## config.mk

```make
export PLATFORM = sky130hd
export DESIGN_NAME = rf_frame_tx_flat
export DESIGN_NICKNAME = d
export VERILOG_FILES = /design/src/rtl/rf_frame_tx_if.sv /design/src/rtl/rf_frame_tx.sv /design/src/flat_wrapper.sv
export SDC_FILE = /design/constraint.sdc
export NUM_CORES = 1
export LEC_CHECK = 0
export BUFFER_PORTS_ARGS = -buffer_cell sky130_fd_sc_hd__buf_4
export CORE_MARGIN = 5
export CORE_UTILIZATION = 55
export DETAILED_ROUTE_END_ITERATION = 8
export PLACE_DENSITY = 0.74
export SETUP_SLACK_MARGIN = 0.5
export SLEW_MARGIN = 20
export SYNTH_ARGS = -nofsm -noshare
export SYNTH_HDL_FRONTEND = slang
export SYNTH_SLANG_ARGS = --single-unit
```

## constraint.sdc

```tcl
create_clock -name clk -period 3 [get_ports clk]
set_input_delay 0.3 -clock clk [delete_from_list [all_inputs] [get_ports clk]]
set_output_delay 0.3 -clock clk [all_outputs]
set_load 0.005 [all_outputs]
```

## src/rtl/rf_frame_tx_if.sv

```systemverilog
// Byte-in / framed-bit-out bundle between the UART receiver, rf_frame_tx and the RF XOR stage.
// master drives received bytes and observes the symbol stream; slave is the framer.
interface rf_frame_tx_if;
    logic [7:0] rx_dat;
    logic       rx_stb;
    logic       rx_err;
    logic       mod_bit;
    logic       sym_stb;
    logic       busy;
    logic       fifo_full;
    logic       ovf;

    modport master (
        output rx_dat, rx_stb, rx_err,
        input  mod_bit, sym_stb, busy, fifo_full, ovf
    );

    modport slave (
        input  rx_dat, rx_stb, rx_err,
        output mod_bit, sym_stb, busy, fifo_full, ovf
    );
endinterface

```

## src/rtl/rf_frame_tx.sv

```systemverilog
// Buffers received bytes in a small FIFO and streams them as preamble + sync + MSB-first
// payload frames, one bit per symbol period, for the RF carrier modulator.
module rf_frame_tx #(
    parameter int unsigned SCW     = 12,
    parameter int unsigned sym_cnt = 3333,
    parameter int unsigned DEPTH   = 4,
    parameter int unsigned PRE_LEN = 16,
    parameter logic [7:0]  SYNC    = 8'h2D
) (
    input logic           clk,
    input logic           rst_n,
    rf_frame_tx_if.slave  bus_io
);

    localparam int unsigned PW   = $clog2(DEPTH);
    localparam int unsigned CW   = PW + 1;
    localparam int unsigned IMAX = (PRE_LEN > 8) ? PRE_LEN : 8;
    localparam int unsigned IW   = $clog2(IMAX);

    typedef enum logic [1:0] {StIdle, StPre, StSync, StData} state_e;

    logic [7:0]     mem_q [DEPTH];
    logic [PW-1:0]  rd_ptr_q, wr_ptr_q;
    logic [CW-1:0]  count_q, count_d;
    logic           full_q, ovf_q;

    state_e         state_q;
    logic [SCW-1:0] sym_q;
    logic [IW-1:0]  idx_q;
    logic [7:0]     sh_q;
    logic           mod_bit_q, sym_stb_q, busy_q;

    logic           sym_end, last8, empty, pop, push;
    logic [7:0]     head;

    always_comb begin
        sym_end = busy_q && (sym_q == SCW'(sym_cnt - 1));
        last8   = (idx_q == IW'(7));
        empty   = (count_q == '0);
        // Sync end always pops (frame guaranteed non-empty); data end pops only if more queued.
        pop     = sym_end && last8 &&
                  ((state_q == StSync) || ((state_q == StData) && !empty));
        push    = bus_io.rx_stb && !bus_io.rx_err && (!full_q || pop);
        count_d = count_q + CW'(push) - CW'(pop);
        head    = mem_q[rd_ptr_q];
    end

    always_ff @(posedge clk) begin
        if (push) mem_q[wr_ptr_q] <= bus_io.rx_dat;
    end

    always_ff @(posedge clk or negedge rst_n) begin
        if (!rst_n) begin
            rd_ptr_q <= '0;
            wr_ptr_q <= '0;
            count_q  <= '0;
            full_q   <= 1'b0;
            ovf_q    <= 1'b0;
        end else begin
            if (push) wr_ptr_q <= wr_ptr_q + PW'(1);
            if (pop)  rd_ptr_q <= rd_ptr_q + PW'(1);
            count_q <= count_d;
            full_q  <= (count_d == CW'(DEPTH));
            ovf_q   <= bus_io.rx_stb && !bus_io.rx_err && full_q && !pop;
        end
    end

    always_ff @(posedge clk or negedge rst_n) begin
        if (!rst_n) begin
            state_q   <= StIdle;
            sym_q     <= '0;
            idx_q     <= '0;
            sh_q      <= '0;
            mod_bit_q <= 1'b0;
            sym_stb_q <= 1'b0;
            busy_q    <= 1'b0;
        end else begin
            sym_stb_q <= 1'b0;
            if (busy_q) sym_q <= sym_end ? '0 : sym_q + SCW'(1);
            unique case (state_q)
                StIdle: begin
                    if (!empty) begin
                        state_q   <= StPre;
                        idx_q     <= '0;
                        busy_q    <= 1'b1;
                        mod_bit_q <= 1'b1;
                        sym_stb_q <= 1'b1;
                    end
                end
                StPre: begin
                    if (sym_end) begin
                        sym_stb_q <= 1'b1;
                        if (idx_q == IW'(PRE_LEN - 1)) begin
                            state_q   <= StSync;
                            idx_q     <= '0;
                            sh_q      <= SYNC;
                            mod_bit_q <= SYNC[7];
                        end else begin
                            idx_q     <= idx_q + IW'(1);
                            // Next symbol is odd-indexed when current one is even.
                            mod_bit_q <= idx_q[0];
                        end
                    end
                end
                StSync, StData: begin
                    if (sym_end) begin
                        if (!last8) begin
                            sym_stb_q <= 1'b1;
                            idx_q     <= idx_q + IW'(1);
                            sh_q      <= sh_q << 1;
                            mod_bit_q <= sh_q[6];
                        end else if (pop) begin
                            sym_stb_q <= 1'b1;
                            state_q   <= StData;
                            idx_q     <= '0;
                            sh_q      <= head;
                            mod_bit_q <= head[7];
                        end else begin
                            state_q   <= StIdle;
                            idx_q     <= '0;
                            busy_q    <= 1'b0;
                            mod_bit_q <= 1'b0;
                        end
                    end
                end
                default: state_q <= StIdle;
            endcase
        end
    end

    assign bus_io.mod_bit   = mod_bit_q;
    assign bus_io.sym_stb   = sym_stb_q;
    assign bus_io.busy      = busy_q;
    assign bus_io.fifo_full = full_q;
    assign bus_io.ovf       = ovf_q;

endmodule

```

## src/flat_wrapper.sv

```systemverilog
// flat-port wrapper written by rule: the top's interface ports become plain ports
module rf_frame_tx_flat 
#(
    parameter int unsigned SCW     = 12,
    parameter int unsigned sym_cnt = 3333,
    parameter int unsigned DEPTH   = 4,
    parameter int unsigned PRE_LEN = 16,
    parameter logic [7:0]  SYNC    = 8'h2D
)
  (clk, rst_n, bus_io_rx_dat, bus_io_rx_stb, bus_io_rx_err, bus_io_mod_bit, bus_io_sym_stb, bus_io_busy, bus_io_fifo_full, bus_io_ovf);
  rf_frame_tx_if bus_io_i ();
  input logic clk;
  input logic rst_n;
  input wire logic [$bits(bus_io_i.rx_dat)-1:0] bus_io_rx_dat;
  input wire logic [$bits(bus_io_i.rx_stb)-1:0] bus_io_rx_stb;
  input wire logic [$bits(bus_io_i.rx_err)-1:0] bus_io_rx_err;
  output wire logic [$bits(bus_io_i.mod_bit)-1:0] bus_io_mod_bit;
  output wire logic [$bits(bus_io_i.sym_stb)-1:0] bus_io_sym_stb;
  output wire logic [$bits(bus_io_i.busy)-1:0] bus_io_busy;
  output wire logic [$bits(bus_io_i.fifo_full)-1:0] bus_io_fifo_full;
  output wire logic [$bits(bus_io_i.ovf)-1:0] bus_io_ovf;
  assign bus_io_i.rx_dat = bus_io_rx_dat;
  assign bus_io_i.rx_stb = bus_io_rx_stb;
  assign bus_io_i.rx_err = bus_io_rx_err;
  assign bus_io_mod_bit = bus_io_i.mod_bit;
  assign bus_io_sym_stb = bus_io_i.sym_stb;
  assign bus_io_busy = bus_io_i.busy;
  assign bus_io_fifo_full = bus_io_i.fifo_full;
  assign bus_io_ovf = bus_io_i.ovf;
  rf_frame_tx #(.SCW(SCW), .sym_cnt(sym_cnt), .DEPTH(DEPTH), .PRE_LEN(PRE_LEN), .SYNC(SYNC)) u_core (.clk(clk), .rst_n(rst_n), .bus_io(bus_io_i));
endmodule
```

==> flow_metrics.py <==
metrics = {
    "outcome": {
        "status": "complete, no violations",
    },
    "sta": {
        "fin_tns_setup_ns": 0,
        "setup_violations": 0,
        "tightest_slew_ns": 0.642,
        "skew_ns": 0.00330,
        "slew_viol_final": 0,
        "setup_slack_ns": 0.619,
        "fin_crit_ns": 2.38,
        "rsz0062_at_grt": "false",
        "fmax_mhz": 420,
        "timing.slew.headroom_pct": 56.1,
        "hold_viol_final": 0,
        "finalCritPeriodShare_pct": 79.4,
    },
    "clock_tree": {
        "clk_latency_ns": 0.34,
        "cts-root-buf": "clkbuf_8",
        "htreeDepth": 3,
        "cts.sinks": 69,
        "cts_tree": "built",
        "cts_buffers": 9,
        "max-clock-path-buffers": 2,
        "clk_pin_slew_ns": 0.07,
    },
    "critical_path": {
        "worstPathArrival_ns": 2.65,
        "r2r_slack_ns": 0.62,
        "start_kind": "flop",
        "cp_cell_sequence": "nor4b_4, buf_4, and3_1, a21boi_2, nor2_1, ha_1, fa_1, nor3b_2",
        "cp_max_fo": 5,
        "cp_slowest_cell": "dfrtp_1",
        "crit_type": "reg2reg",
        "timing.rr.end": "u_core.bus_io.fifo_full",
        "max_stage_delay_ns": 0.46,
        "worstPathRequired_ns": 3.27,
        "r2r_start": "u_core.sym_q[6]",
        "cp-end-kind": "flop",
        "r2r_cells": 8,
    },
    "drt": {
        "drtIter0Drc": 169,
        "drc": 0,
        "num_vias": 2096,
        "finalWirelength_mm": 6.15,
        "dr.pass1.iters": 4,
        "ant_nets": 0,
        "vias_per_cell": 5.77,
        "post_drt_wl_per_cell_um": 16.9,
    },
    "worst_hold_path": {
        "hold_path.class": "in2reg",
        "hold_path_depth": 1,
        "min_from": "bus_io_rx_dat[4]",
        "hold_end": "u_core.mem_q[0][4]",
    },
    "logic_synthesis": {
        "synth-seq-cells": 69,
        "synthCells": 257,
        "yosysTopAreaCell": "edfxtp_1",
        "syn_area_sq_um": 3350,
        "synth_seq_area_share_pct": 56.3,
        "ys_types": 54,
        "synth.avg_cell_area_sq_um": 13.0,
        "synth.area.top_cells": "edfxtp_1 (29%), dfrtp_1 (28%), mux4_2 (5.4%), ha_1 (3.4%), mux2_4 (3.1%)",
        "ys.warnings.count": 0,
        "syn_nets": 279,
        "synth-edff-count": 32,
        "async_reset_ff_share_pct": 53.6,
        "ys.flop_type": "dfrtp_1",
        "synth_top_area_share_pct": 28.7,
    },
    "finish": {
        "layout_commonest_cell": "dfrtp_1",
        "antenna_cells": 0,
        "most-common-layout-cells": "dfrtp_1 (35), edfxtp_1 (32), buf_4 (28)",
        "drive_above_1_share_pct": 27.4,
        "fillCellCount": 420,
        "stdcell_count": 363,
        "nNetsFinal": 305,
        "syn2layout_area_growth_pct": 15.8,
    },
    "floorplanning": {
        "core_sq_um": 5920,
        "ios": 17,
        "die_h_um": 88.1,
        "start_util_pct": 56.6,
        "die-area_sq_um": 7760,
        "rows": 28,
        "chipWidth_um": 88.1,
    },
    "placement": {
        "gp_congestion": 0.802,
        "dp_hpwl_mm": 4.11,
        "dp.cells": 341,
        "pre_cts_slack_ns": 0.439,
        "port_buffers": 16,
    },
    "power_and_ir_drop": {
        "power_per_cell_area_nw_per_um2": 601,
        "peakVddDrop_v": 0.000372,
        "clock_power_share_pct": 38.4,
        "leakage_nw": 1.52,
        "p_int_mw": 1.77,
        "pwr-share-comb_pct": 12.6,
        "power.switching_uw": 562,
        "switching_share_pct": 24.1,
        "seqPwrFrac_pct": 49.0,
    },
    "global_routing": {
        "grt_pass1_wl_mm": 10.6,
        "gr-usage-all-layers_pct": 18.4,
        "grt_pass1_vias": 2175,
        "grt_max_degree": 38,
        "antenna_found_initial": 0,
        "grt_overflow": 0,
    },
    "job": {
        "max_cap_viol_count": 0,
    },
}
## per-stage QoR
| step | util [%] | total power, mW | instance area [sq um] | hold WS (ns) |
|---|---|---|---|---|
| CTS | 64.4 | 2.35 | 3810 | 0.133 |
| finish | 65.5 | 2.33 | 3880 | 0.152 |
| detailed placement | 59.7 | 1.44 | 3540 | 0.297 |
| global route | 65.5 | 2.45 | 3880 | 0.123 |
| floorplan | - | 1.33 | 3350 | 0.00441 |
| global placement | 59.7 | 1.42 | 3540 | 0.293 |
## cells by family (layout without fill, tap and decap cells)
logic type / Yosys count / in the layout / share of synthesized area (%)
muxes: 17 / 17 / 9.15
AOI/OAI and AO/OA: 35 / 35 / 7.43
and+or+nand+nor: 87 / 87 / 15.8
adders and majority gates: 10 / 10 / 3.96
xor gates and xnor gates: 14 / 14 / 3.66
DFF: 69 / 69 / 56.3
buffers and inverters: 25 / 56 / 3.70
## repair_timing
action	in CTS	in global routing
hold buffers	1	0
endpoints found under the hold margin	37	0
setup endpoints to repair	1	1
buffers inserted	3	2
gates resized for setup	3	9
pin swaps	1	2
## power by group through the flow
stage	registers [mW]	clock network, mW	logic (mW)
finish	1.14	0.895	0.293
global route	1.15	0.970	0.332
CTS	1.14	0.916	0.289
detailed placement	1.16	0	0.277
global placement	1.16	0	0.265
floorplan	1.15	0	0.184
## cell usage after synthesis, types with 2 or more instances
library cell and instances:
nor3_1 2, dfrtp_1 37, buf_6 3, a21o_1 3
xor2_1 6, nand3_1 16, nand3b_1 3, o211ai_1 3
nand2b_1 2, inv_1 11, a2111oi_0 3, nand2_1 23
nor2_1 13, nand4_1 2, mux4_2 8, a31oi_1 4
and3_1 2, o21ai_0 4, nor3b_1 7, edfxtp_1 32
mux2_4 7, and4_1 3, buf_2 3, clkbuf_1 7
ha_1 9, a21oi_1 8, a21oi_2 2, xnor2_1 8
## registers in the layout, indices dropped and copies added (netlist names)
| register | flops |
|---|---|
| u_core.bus_io.fifo_full | 1 |
| u_core.wr_ptr_q | 2 |
| u_core.state_q | 2 |
| u_core.bus_io.busy | 1 |
| u_core.count_q | 3 |
| u_core.rd_ptr_q | 2 |
| u_core.mem_q | 32 |
| u_core.bus_io.ovf | 1 |
| u_core.sh_q | 7 |
| u_core.sym_q | 12 |
| u_core.bus_io.mod_bit | 1 |
| u_core.bus_io.sym_stb | 1 |
| u_core.idx_q | 4 |
## worst max path at each step
| stage | start | to | slack (ns) | depth (start not counted) |
|---|---|---|---|---|
| after floorplan | u_core.sym_q[0] | u_core.mem_q[1][0] | 0.62 | 6 |
| after global routing | u_core.sym_q[6] | u_core.bus_io.fifo_full | 0.50 | 8 |
| final | u_core.sym_q[6] | u_core.bus_io.fifo_full | 0.62 | 8 |
| after global placement | u_core.sym_q[0] | u_core.bus_io.fifo_full | 0.51 | 10 |
| after detailed placement | u_core.sym_q[0] | u_core.bus_io.fifo_full | 0.44 | 10 |
| after CTS | u_core.sym_q[5] | u_core.bus_io.fifo_full | 0.51 | 9 |
## cell type report
class,count,area (sq um),share of cell area (%)
Clock inverter,7,114,2.93
Multi-Input combinational cell,163,1400,36.0
Clock buffer,9,124,3.19
Tap cell,75,93.8,2.42
Inverter,11,41.3,1.06
Timing Repair Buffer,29,220,5.68
Sequential cell,69,1890,48.7
## critical path: cells and delay by family, from the launching register on
kind / cells / cell delay, ns
AO/OA/AOI/OAI: 1 / 0.10
adder cells (fa/ha/maj): 2 / 0.65
buffers and inverters: 1 / 0.19
flip-flops: 1 / 0.46
AND/OR/NAND/NOR: 4 / 0.91
## metal layers
layer  track usage [%]  routed length (um)  up-vias
li1                  -                   -      995
met2              28.0                2920       48
met5                 0                   0        -
met4              7.42                  78        0
met1              24.8                2850     1045
met3              5.46                 295        8
(Power assumes the default switching activity.)
